--- config.mk ---
export PLATFORM = sky130hd
export DESIGN_NAME = stats_graph_renderer_flat
export DESIGN_NICKNAME = d
export VERILOG_FILES = /design/src/rtl/stats_graph_renderer_pkg.sv /design/src/rtl/vga_if.sv /design/src/rtl/sample_fifo.sv /design/src/rtl/stats_graph_renderer.sv /design/src/flat_wrapper.sv
export SDC_FILE = /design/constraint.sdc
export NUM_CORES = 1
export LEC_CHECK = 0
export ABC_AREA = 1
export BUFFER_PORTS_ARGS = -buffer_cell sky130_fd_sc_hd__buf_4
export CAP_MARGIN = 5
export CORE_ASPECT_RATIO = 0.75
export CORE_UTILIZATION = 40
export CTS_CLUSTER_DIAMETER = 200
export CTS_CLUSTER_SIZE = 16
export DETAILED_ROUTE_END_ITERATION = 16
export PLACE_DENSITY = 0.62
export SYNTH_ARGS = -nofsm -noshare
export SYNTH_HDL_FRONTEND = slang
export SYNTH_HIERARCHICAL = 1
export SYNTH_SLANG_ARGS = --single-unit
export TNS_END_PERCENT = 10
--- constraint.sdc ---
create_clock -name clk_in -period 5.8 [get_ports clk_in]
set_input_delay 0.29 -clock clk_in [delete_from_list [all_inputs] [get_ports clk_in]]
set_output_delay 0.29 -clock clk_in [all_outputs]
set_load 0.02 [all_outputs]
--- src/rtl/stats_graph_renderer_pkg.sv ---
// stats_graph_renderer_pkg
// Shared constants, types and helpers for the population graph overlay.
// Board/graph geometry, sample scaling, FSM state encoding and the
// per-pixel pipeline stage record.
package stats_graph_renderer_pkg;

   localparam int BOARD_SIZE = 480;
   localparam int POP_WIDTH  = $clog2(BOARD_SIZE*BOARD_SIZE+1);
   localparam int GRAPH_SHIFT = 11;
   localparam logic [11:0] GRAPH_COLOR = 12'h0FF;

   localparam logic [9:0] SCREEN_WIDTH   = 10'd640;
   localparam logic [9:0] SCREEN_HEIGHT  = 10'd480;
   localparam logic [9:0] GRAPH_ORIGIN_X = 10'd510;
   localparam logic [9:0] GRAPH_ORIGIN_Y = 10'd10;
   localparam logic [9:0] GRAPH_WIDTH    = 10'd128;
   localparam logic [9:0] GRAPH_HEIGHT   = 10'd128;
   localparam int GRAPH_SAMPLE_PERIOD    = 2;

   localparam int HEIGHT_W   = 7;   // stored sample height
   localparam int IDX_W      = 7;   // history index / column / row
   localparam int HIST_DEPTH = 128;
   localparam int FIFO_DEPTH = 4;

   typedef enum logic [1:0] {
      ST_CLEAR,
      ST_IDLE,
      ST_DRAIN
   } graph_state_t;

   // Everything the output stage needs besides the RAM read data.
   typedef struct packed {
      logic             in_win;
      logic [IDX_W-1:0] row;
      logic             hsync;
      logic             vsync;
      logic             blank;
      logic             clear;
   } pix_stage_t;

   // Scale a live-cell count into a bar height, saturated to the graph.
   function automatic logic [HEIGHT_W-1:0] pop_to_height(input logic [POP_WIDTH-1:0] pop);
      logic [POP_WIDTH-1:0] s;
      s = pop >> GRAPH_SHIFT;
      if (s > POP_WIDTH'(GRAPH_HEIGHT - 10'd1))
         return HEIGHT_W'(GRAPH_HEIGHT - 10'd1);
      return HEIGHT_W'(s);
   endfunction

endpackage

--- src/rtl/vga_if.sv ---
// vga_if
// Raster position and sync bundle from the timing generator.
// src: driven by the timing source; dst: consumed by overlay renderers.
interface vga_if;
   logic [9:0] hcount;
   logic [9:0] vcount;
   logic       hsync;
   logic       vsync;
   logic       blank;

   modport src (output hcount, vcount, hsync, vsync, blank);
   modport dst (input  hcount, vcount, hsync, vsync, blank);
endinterface

--- src/rtl/sample_fifo.sv ---
// sample_fifo
// Small show-ahead FIFO holding graph samples until vertical blank.
//   push/din : write request and data (ignored when full unless popping)
//   pop      : consume dout (ignored when empty)
//   dout     : oldest entry, valid while !empty
//   full/empty : occupancy flags
// DEPTH must be a power of two so the pointers wrap for free.
module sample_fifo #(
   parameter int WIDTH = 7,
   parameter int DEPTH = 4
) (
   input  logic             clk_in,
   input  logic             rst_n_in,
   input  logic             push,
   input  logic [WIDTH-1:0] din,
   input  logic             pop,
   output logic [WIDTH-1:0] dout,
   output logic             full,
   output logic             empty
);
   localparam int AW = $clog2(DEPTH);

   logic [WIDTH-1:0] mem [DEPTH];
   logic [AW-1:0]    wp, rp;
   logic [AW:0]      cnt;
   logic             do_push, do_pop;

   assign full    = (cnt == (AW+1)'(DEPTH));
   assign empty   = (cnt == '0);
   assign do_pop  = pop && !empty;
   // A pop frees a slot in the same cycle, so a push against a full FIFO
   // still lands when it coincides with a pop.
   assign do_push = push && (!full || do_pop);
   assign dout    = mem[rp];

   always_ff @(posedge clk_in or negedge rst_n_in) begin
      if (!rst_n_in) begin
         wp  <= '0;
         rp  <= '0;
         cnt <= '0;
      end else begin
         if (do_push) wp <= wp + 1'b1;
         if (do_pop)  rp <= rp + 1'b1;
         cnt <= cnt + (AW+1)'(do_push) - (AW+1)'(do_pop);
      end
   end

   always_ff @(posedge clk_in) begin
      if (do_push) mem[wp] <= din;
   end

endmodule

--- src/rtl/stats_graph_renderer.sv ---
// stats_graph_renderer
// Scrolling population bar graph overlaid on the VGA raster.
//   clk_in, rst_n_in : pixel clock, async active-low reset
//   vga              : incoming raster position/sync/blank
//   sample_valid_in  : one pulse per generation, pop_in valid with it
//   pixel_out        : graph color or 0, two clocks behind vga
//   hsync/vsync/blank_out : vga syncs delayed to match pixel_out
//   overflow_out     : sticky, a decimated sample was dropped
// Samples queue in a small FIFO and are only committed to the history RAM
// during vertical blank, so a displayed frame never tears.
module stats_graph_renderer
   import stats_graph_renderer_pkg::*;
(
   input  logic                 clk_in,
   input  logic                 rst_n_in,
   vga_if.dst                   vga,
   input  logic                 sample_valid_in,
   input  logic [POP_WIDTH-1:0] pop_in,
   output logic [11:0]          pixel_out,
   output logic                 hsync_out,
   output logic                 vsync_out,
   output logic                 blank_out,
   output logic                 overflow_out
);
   localparam int DEC_W = (GRAPH_SAMPLE_PERIOD > 1) ? $clog2(GRAPH_SAMPLE_PERIOD) : 1;

   graph_state_t      state;
   logic [IDX_W-1:0]  clr_addr;
   logic [IDX_W-1:0]  wr_ptr;     // always the oldest history entry
   logic [DEC_W-1:0]  dec_cnt;

   logic              push_req, fifo_pop, fifo_full, fifo_empty, in_vblank;
   logic [HEIGHT_W-1:0] fifo_dout;

   // decimation
   assign push_req = sample_valid_in && (dec_cnt == DEC_W'(GRAPH_SAMPLE_PERIOD-1));

   always_ff @(posedge clk_in or negedge rst_n_in) begin
      if (!rst_n_in)            dec_cnt <= '0;
      else if (sample_valid_in) dec_cnt <= push_req ? '0 : dec_cnt + 1'b1;
   end

   sample_fifo #(.WIDTH(HEIGHT_W), .DEPTH(FIFO_DEPTH)) u_fifo (
      .clk_in  (clk_in),
      .rst_n_in(rst_n_in),
      .push    (push_req),
      .din     (pop_to_height(pop_in)),
      .pop     (fifo_pop),
      .dout    (fifo_dout),
      .full    (fifo_full),
      .empty   (fifo_empty)
   );

   always_ff @(posedge clk_in or negedge rst_n_in) begin
      if (!rst_n_in)                             overflow_out <= 1'b0;
      else if (push_req && fifo_full && !fifo_pop) overflow_out <= 1'b1;
   end

   // commit FSM
   assign in_vblank = (vga.vcount >= SCREEN_HEIGHT);
   assign fifo_pop  = (state == ST_DRAIN) && !fifo_empty && in_vblank;

   always_ff @(posedge clk_in or negedge rst_n_in) begin
      if (!rst_n_in) begin
         state    <= ST_CLEAR;
         clr_addr <= '0;
         wr_ptr   <= '0;
      end else begin
         case (state)
            ST_CLEAR: begin
               clr_addr <= clr_addr + 1'b1;
               if (clr_addr == IDX_W'(HIST_DEPTH-1)) state <= ST_IDLE;
            end
            ST_IDLE: begin
               if (in_vblank && !fifo_empty) state <= ST_DRAIN;
            end
            ST_DRAIN: begin
               if (fifo_pop) wr_ptr <= wr_ptr + 1'b1;
               if (fifo_empty || !in_vblank) state <= ST_IDLE;
            end
            default: state <= ST_CLEAR;
         endcase
      end
   end

   // history RAM: one write port (clear or drain), one synchronous read port
   logic [HEIGHT_W-1:0] hist [HIST_DEPTH];
   logic                ram_we;
   logic [IDX_W-1:0]    ram_waddr, rd_idx, col, row;
   logic [HEIGHT_W-1:0] ram_wdata, rd_data;

   assign ram_we    = (state == ST_CLEAR) || fifo_pop;
   assign ram_waddr = (state == ST_CLEAR) ? clr_addr : wr_ptr;
   assign ram_wdata = (state == ST_CLEAR) ? '0 : fifo_dout;

   // column 0 shows the oldest sample; the index wraps modulo the depth
   assign col    = IDX_W'(vga.hcount - GRAPH_ORIGIN_X);
   assign row    = IDX_W'(vga.vcount - GRAPH_ORIGIN_Y);
   assign rd_idx = wr_ptr + col;

   always_ff @(posedge clk_in) begin
      if (ram_we) hist[ram_waddr] <= ram_wdata;
      rd_data <= hist[rd_idx];
   end

   // pixel pipeline: stage 1 alongside the RAM read, stage 2 is the output
   pix_stage_t s0, s1;
   logic       lit;

   always_comb begin
      s0        = '0;
      s0.in_win = (vga.hcount >= GRAPH_ORIGIN_X) && (vga.hcount < GRAPH_ORIGIN_X + GRAPH_WIDTH) &&
                  (vga.vcount >= GRAPH_ORIGIN_Y) && (vga.vcount < GRAPH_ORIGIN_Y + GRAPH_HEIGHT);
      s0.row    = row;
      s0.hsync  = vga.hsync;
      s0.vsync  = vga.vsync;
      s0.blank  = vga.blank;
      s0.clear  = (state == ST_CLEAR);
   end

   // a bar of height h lights the bottom h rows of its column
   assign lit = s1.in_win && !s1.blank && !s1.clear &&
                ((IDX_W'(GRAPH_HEIGHT - 10'd1) - s1.row) < rd_data);

   always_ff @(posedge clk_in or negedge rst_n_in) begin
      if (!rst_n_in) begin
         s1        <= '0;
         s1.blank  <= 1'b1;
         pixel_out <= 12'h000;
         hsync_out <= 1'b0;
         vsync_out <= 1'b0;
         blank_out <= 1'b1;
      end else begin
         s1        <= s0;
         pixel_out <= lit ? GRAPH_COLOR : 12'h000;
         hsync_out <= s1.hsync;
         vsync_out <= s1.vsync;
         blank_out <= s1.blank;
      end
   end

endmodule

--- src/flat_wrapper.sv ---
// flat-port wrapper written by rule: the top's interface ports become plain ports
module stats_graph_renderer_flat import stats_graph_renderer_pkg::*;
  (clk_in, rst_n_in, sample_valid_in, pop_in, pixel_out, hsync_out, vsync_out, blank_out, overflow_out, vga_hcount, vga_vcount, vga_hsync, vga_vsync, vga_blank);
  vga_if vga_i ();
  input  logic clk_in;
  input  logic rst_n_in;
  input  logic sample_valid_in;
  input  logic [POP_WIDTH-1:0] pop_in;
  output logic [11:0] pixel_out;
  output logic hsync_out;
  output logic vsync_out;
  output logic blank_out;
  output logic overflow_out;
  input wire logic [$bits(vga_i.hcount)-1:0] vga_hcount;
  input wire logic [$bits(vga_i.vcount)-1:0] vga_vcount;
  input wire logic [$bits(vga_i.hsync)-1:0] vga_hsync;
  input wire logic [$bits(vga_i.vsync)-1:0] vga_vsync;
  input wire logic [$bits(vga_i.blank)-1:0] vga_blank;
  assign vga_i.hcount = vga_hcount;
  assign vga_i.vcount = vga_vcount;
  assign vga_i.hsync = vga_hsync;
  assign vga_i.vsync = vga_vsync;
  assign vga_i.blank = vga_blank;
  stats_graph_renderer u_core (.clk_in(clk_in), .rst_n_in(rst_n_in), .vga(vga_i), .sample_valid_in(sample_valid_in), .pop_in(pop_in), .pixel_out(pixel_out), .hsync_out(hsync_out), .vsync_out(vsync_out), .blank_out(blank_out), .overflow_out(overflow_out));
endmodule
### Word level (Yosys, flattened, before mapping)

Memories as Yosys holds them, arrays and structs flattened. A register that Yosys moved wholly into a read port is not among the register bits.
Cells that the tools add are included.

| storage, ports and cells | value |
|---|---|
| memories | 2 |
| input bits | 44 |
| word-level logic and storage cells | 87 |
| bits in writable memories | 924 |
| register bits after elaboration | 52 |

| cells by class | value |
|---|---|
| add/subtract/negate cells | 11 |
| reduce and logical (&&, ||, !) cells | 27 |
| eq/ne operators | 7 |
| multiplexer cells | 15 |
| magnitude comparators | 7 |

Memories:

| name | words | bits a word | rd ports | clocked after memory_dff | write ports | line | RTL |
|---|---|---|---|---|---|---|---|
| u_core.hist | 128 | 7 | 1 | 1 | 1 | stats_graph_renderer.sv:87 | `logic [HEIGHT_W-1:0] hist [HIST_DEPTH];` |
| u_core.u_fifo.mem | 4 | 7 | 1 | 0 | 1 | sample_fifo.sv:23 | `logic [WIDTH-1:0] mem [DEPTH];` |

Operators with widths:

| operator | number |
|---|---|
| 7-bit two-way mux | 4 |
| 10-bit by 9-bit >= comparator with 1-bit output (second input constant) | 2 |
| 7-bit by 1-bit adder with 7-bit output (second input constant) | 2 |
| 1-bit logical AND | 14 |
| 10-bit by 4-bit >= comparator with 1-bit output (second input constant) | 1 |
| 10-bit < comparator (second input constant) | 1 |
| 10-bit by 8-bit < comparator with 1-bit output (second input constant) | 1 |
| 8-bit two-way mux | 1 |
| 7-bit adder | 1 |
| 7-bit == test (second input constant) | 1 |
| 7-bit greater-than comparator (second input constant) | 1 |
| 7-bit < comparator | 1 |
| 7-bit by 4-bit subtractor with 7-bit output (second input constant) | 1 |
| 7-bit subtractor (first input constant) | 1 |
| 7-bit subtractor (second input constant) | 1 |
| 1-bit zero test | 6 |
| 1-bit two-way mux | 6 |
| 2-bit two-way mux | 3 |
| 2-bit one-hot mux with 3 select lines | 1 |
| 2-bit by 1-bit adder with 2-bit output (second input constant) | 2 |
| 2-bit inequality test (second input constant) | 2 |
| 3-bit by 1-bit adder with 3-bit output | 1 |
| 3-bit == test (second input constant) | 1 |
| 3-bit zero test | 1 |
| 9 further kinds | 11 |

### Longest topological paths before layout

| depth | value |
|---|---|
| depth in word-level cells | 9 |
| depth in mapped cells | 17 |
| gate-level depth less buffers | 15 |

### By module

Netlist, hierarchy kept.

By module, submodules not included:

| module | cells an instance | area an instance (sq um) | sequential area each (sq um) | instances |
|---|---|---|---|---|
| stats_graph_renderer | 3702 | 40102.2 | 27899.3 | 1 |
| sample_fifo | 129 | 1530.2 | 1016.0 | 1 |

### Worst setup path after synthesis

Ideal clock, no wire load.

| timing path | value |
|---|---|
| kind | register -> register |
| from | register u_core.u_fifo.rp[0] |
| to | memory u_core.hist[0][4], data pin |
| setup time | 798 ps |
| stages on the path, launching flop included | 8 |
| arrival time | 3828 ps |
| buffers on the path | 2 |
| data required time | 5002 ps |
| path slack | 1175 ps |
| cells stage by stage | dfrtp_1 buf_6 inv_4 buf_6 o21ai_1 o21ai_1 inv_1 nor2_1 |

| between the ends | value |
|---|---|
| word-level cells in the longest chain between the ends | 2 |

RTL lines:

| element | line | RTL |
|---|---|---|
| start, declared | sample_fifo.sv:24 | `logic [AW-1:0] wp, rp;` |
| start signal, assigned | sample_fifo.sv:43 | `if (do_pop) rp <= rp + 1'b1;` |
| memory read 4 x 7 bit | - |  |
| named net u_core.fifo_dout[4] | stats_graph_renderer.sv:33 | `logic [HEIGHT_W-1:0] fifo_dout;` |
| 7-bit two-way mux | stats_graph_renderer.sv:94 | `assign ram_wdata = (state == ST_CLEAR) ? '0 : fifo_dout;` |
| named net u_core.ram_wdata[4] | stats_graph_renderer.sv:90 | `logic [HEIGHT_W-1:0] ram_wdata, rd_data;` |
| end, declared | stats_graph_renderer.sv:87 |  |

The timed path passes the listed nets, and every way through them passes these cells.

### Worst setup path in the final report

| timing path | value |
|---|---|
| from | register u_core.wr_ptr[1] |
| to | register u_core.rd_data[0], read port of u_core.hist |

| between the ends | value |
|---|---|
| word-level cells in the longest chain between the ends | 1 |

RTL lines:

| element | line | RTL |
|---|---|---|
| start, declared | stats_graph_renderer.sv:29 | `logic [IDX_W-1:0] wr_ptr;` |
| start signal, assigned | stats_graph_renderer.sv:78 | `if (fifo_pop) wr_ptr <= wr_ptr + 1'b1;` |
| 7-bit adder | stats_graph_renderer.sv:99 | `assign rd_idx = wr_ptr + col;` |
| end, declared | stats_graph_renderer.sv:90 |  |

No other way between the ends.
A chain may end at the register's enable or synchronous reset.

==> impl_metrics.yaml <==
setup_path:
  crit_required_ps: 6350
  cp-start-kind: "flip-flop"
  crit_path_cell_trace: "inv_1, ha_1, inv_1, ha_4, inv_1, fa_4, inv_4, buf_12, nand3_1, nand3_1, nand3_1, nand3_1, nand2_1, nand2_1, nand2_1"
  worst-endpoint-arrival_ps: 4450
  criticalPathCategory: "flip-flop to flip-flop"
  crit_fanout: 67
  cp-end-kind: "flip-flop"
  cp_slowest_stage_delay_ps: 740
  cpMostUsedCell: "nand3_1"
  crit_slowest_cell: "inv_4"
floorplan:
  die_w_um: 375
  placementRows: 102
  boundaryPins: 60
  core_um2: 103000
  start_util_pct: 40.3
  die-area_um2: 105000
  dieHeight_um: 281
pwr:
  power_switching_mw: 12.3
  switching_share_pct: 45.5
  power.share.clock_pct: 17.1
  leakagePower_nw: 17.4
  intPower_mw: 14.8
  powerDensity_nw_per_um2: 599
  comb_power_share_pct: 48.0
  pwr-share-seq_pct: 34.9
  irDropWorstVdd_uv: 1130
job:
  drv_cap: 0
timing:
  post-route-min-period_ps: 3900
  clock_skew_ps: 32.9
  rsz0062_at_grt: "false"
  final.period_utilization_pct: 67.2
  fmax_mhz: 256
  tns_ps: 0
  relSlewSlack_pct: 16.2
  tightestPinTransition_ps: 1250
  hold_violations: 0
  setup_viol: 0
  slew_violations: 0
route:
  routed_wl_um: 100000
  drtIter0Drc: 3019
  via_per_inst: 5.15
  drt.antenna.violating_nets: 0
  wl_per_cell_um: 19.4
  drc: 0
  dr_total_vias: 26600
  firstDrtPassIters: 5
synth:
  yosysWarningCount: 6
  synthFlopType: "edfxtp_1"
  post-synth-top-area-fraction_pct: 66.6
  seq_area_frac_synth_pct: 69.5
  synthTopCellsByArea: "edfxtp_1 67%, nand2_1 10%, nand3_1 7.4%, inv_1 3.1%, nor2_1 2.4%"
  yosysUniqueCellTypes: 44
  ys_ff_latch: 972
  synth_area_um2: 41600
  syn_inst: 3831
  synth_edf_count: 924
  synth_top_cell_by_area: "edfxtp_1"
  asyncSetResetFlopFracSynth_pct: 4.22
  avgSynthCellArea_um2: 10.9
clock_network:
  clk_pin_slew_ps: 70
  clock_latency_ps: 670
  post_cts_resized: 0
  cts_htree_levels: 3
  cts_setup_buffers: 0
  cts_made_buffers: 70
  clockBufferDepth: 3
  cts.sinks: 972
  root_buffer: "clkbuf_16"
  cts_tree: "done"
place:
  io_buffers: 44
  placed_cells: 5045
  place_congestion: 0.830
  dp_hpwl_um: 54300
grt:
  track_usage_pct: 18.9
  grt_pass1_vias: 24900
  grt_overflow: 0
  grt_pass1_wl_um: 151000
  antenna_found_initial: 0
  grt_max_degree: 207
outcome:
  status: "complete, no violations"
cells_and_area:
  drive_gt1_share_pct: 5.46
  n_antenna_cell: 0
  final_cells: 5165
  area_growth_syn_to_layout_pct: 8.69
  n_fill_cell: 9473
  nNetsFinal: 3865
hold_path:
  worst_hold_path_type: "input pin to flip-flop"
power groups by stage:
stage               clock network [mW]  logic [mW]  registers, mW
finish                            4.63        13.0           9.47
global route                      4.97        14.1           9.52
CTS                               4.74        12.9           9.47
detailed placement                   0        12.9           9.62
global placement                     0        12.8           9.61
floorplan                            0        8.26           9.69
flip-flops by register name, indices dropped and copies added, names as in the netlist:
name / cells
u_core/u_fifo/cnt: 3
u_core/vsync_out: 1
u_core/u_fifo/wp: 2
u_core/s1: 12
u_core/u_fifo/mem: 28
u_core/overflow_out: 1
u_core/wr_ptr: 7
u_core/dec_cnt: 1
u_core/rd_data: 7
u_core/hist: 896
u_core/clr_addr: 7
u_core/u_fifo/rp: 2
u_core/blank_out: 1
u_core/pixel_out: 1
u_core/state: 2
u_core/hsync_out: 1
repair_timing:
action	in CTS	in global routing
setup endpoints to repair	0	0
hold buffers	28	0
endpoints found under the hold margin	82	0
placed cells by master, fill, tap and decap left out, types with 18 or more instances in the layout:
cell type / n
dlygate4sd3_1: 28
clkbuf_16: 73
dfrtp_1: 39
inv_1: 343
nor2_1: 263
nand3_1: 618
nand2_1: 1158
o21ai_1: 18
o21ai_0: 57
o211ai_1: 61
ha_1: 24
buf_4: 73
edfxtp_1: 924
layer usage:
metal / share of wire, % / vias to the layer above / global-route usage [%]
li1: - / 12700 / -
met1: 45 / 12900 / 27.7
met2: 45 / 895 / 28.9
met3: 8.1 / 127 / 3.75
met4: 1.8 / 0 / 4.47
met5: 0 / - / 0
critical path: cells and delay by family (launching register included):
kind	cells	cell delay (ps)
buffers and inverters	5	1310
adders and majority gates	3	1090
and+or+nand+nor	7	930
DFF	1	400
cells in the mapped netlist (3+ instances only):
master    instances
inv_1           345
dfrtp_1          39
o21ai_1          18
buf_6             5
nand3b_1          3
dfxtp_1           7
nand2_2           3
xor2_1           10
clkbuf_1         42
nand3_2           4
a21oi_1           8
nor2_1          270
nand3_1         618
buf_4            32
nand2_1        1158
xnor2_1          10
buf_1            19
nand4_1           4
inv_2             7
nor2_4            6
o211ai_1         61
edfxtp_1        924
inv_4             3
nor3_1            3
o21ai_2           3
buf_2           125
o21ai_0          57
ha_1             26
cell type report:
| class | instances | area (um2) | share of cell area (%) |
|---|---|---|---|
| Sequential cell | 972 | 28900 | 63.9 |
| Inverter | 355 | 1360 | 3.01 |
| Clock buffer | 87 | 1880 | 4.15 |
| Clock inverter | 5 | 65.1 | 0.144 |
| Tap cell | 1352 | 1690 | 3.74 |
| Multi-Input combinational cell | 2283 | 10300 | 22.8 |
| Timing Repair Buffer | 111 | 1030 | 2.27 |
stage by stage:
stage	setup slack (ps)	util (%)	hold slack, ps	power, mW	instance area [um2]
2_1_floorplan	1170	-	-5.59	17.9	41600
3_5_place_dp	1930	41.7	308	22.5	43000
6_report	1900	43.8	173	27.1	45200
4_1_cts	1920	43.8	105	27.1	45200
5_1_grt	1710	43.8	174	28.6	45200
3_3_place_gp	1920	41.7	304	22.4	43000
path summary, 6_finish.rpt:
check	from	endpoint	slack, ps	depth (start not counted)
worst min register to register	u_core/s1[3]	u_core/hsync_out	350	0
worst min-delay path	vga_vcount[7]	u_core/state[0]	170	4
worst max-delay path	u_core/wr_ptr[1]	u_core/rd_data[0]	1900	15
max in group asynchronous	rst_n_in	u_core/blank_out	5270	2
min in group asynchronous	rst_n_in	u_core/s1[3]	180	2
worst max register to register	u_core/wr_ptr[1]	u_core/rd_data[0]	1900	15
cells by family (layout without fill, tap and decap cells):
| group | after synthesis | count (layout) | synth area share [%] |
|---|---|---|---|
| adders and majority gates | 28 | 28 | 0.878 |
| other | 1 | 4 | 0.00901 |
| xor gates and xnor gates | 21 | 21 | 0.460 |
| AOI/OAI and AO/OA | 156 | 156 | 2.33 |
| buffers and inverters | 579 | 558 | 6.03 |
| and+or+nand+nor | 2074 | 2074 | 20.8 |
| DFF | 972 | 972 | 69.5 |
Note: power is estimated with default switching activity, not from simulation.
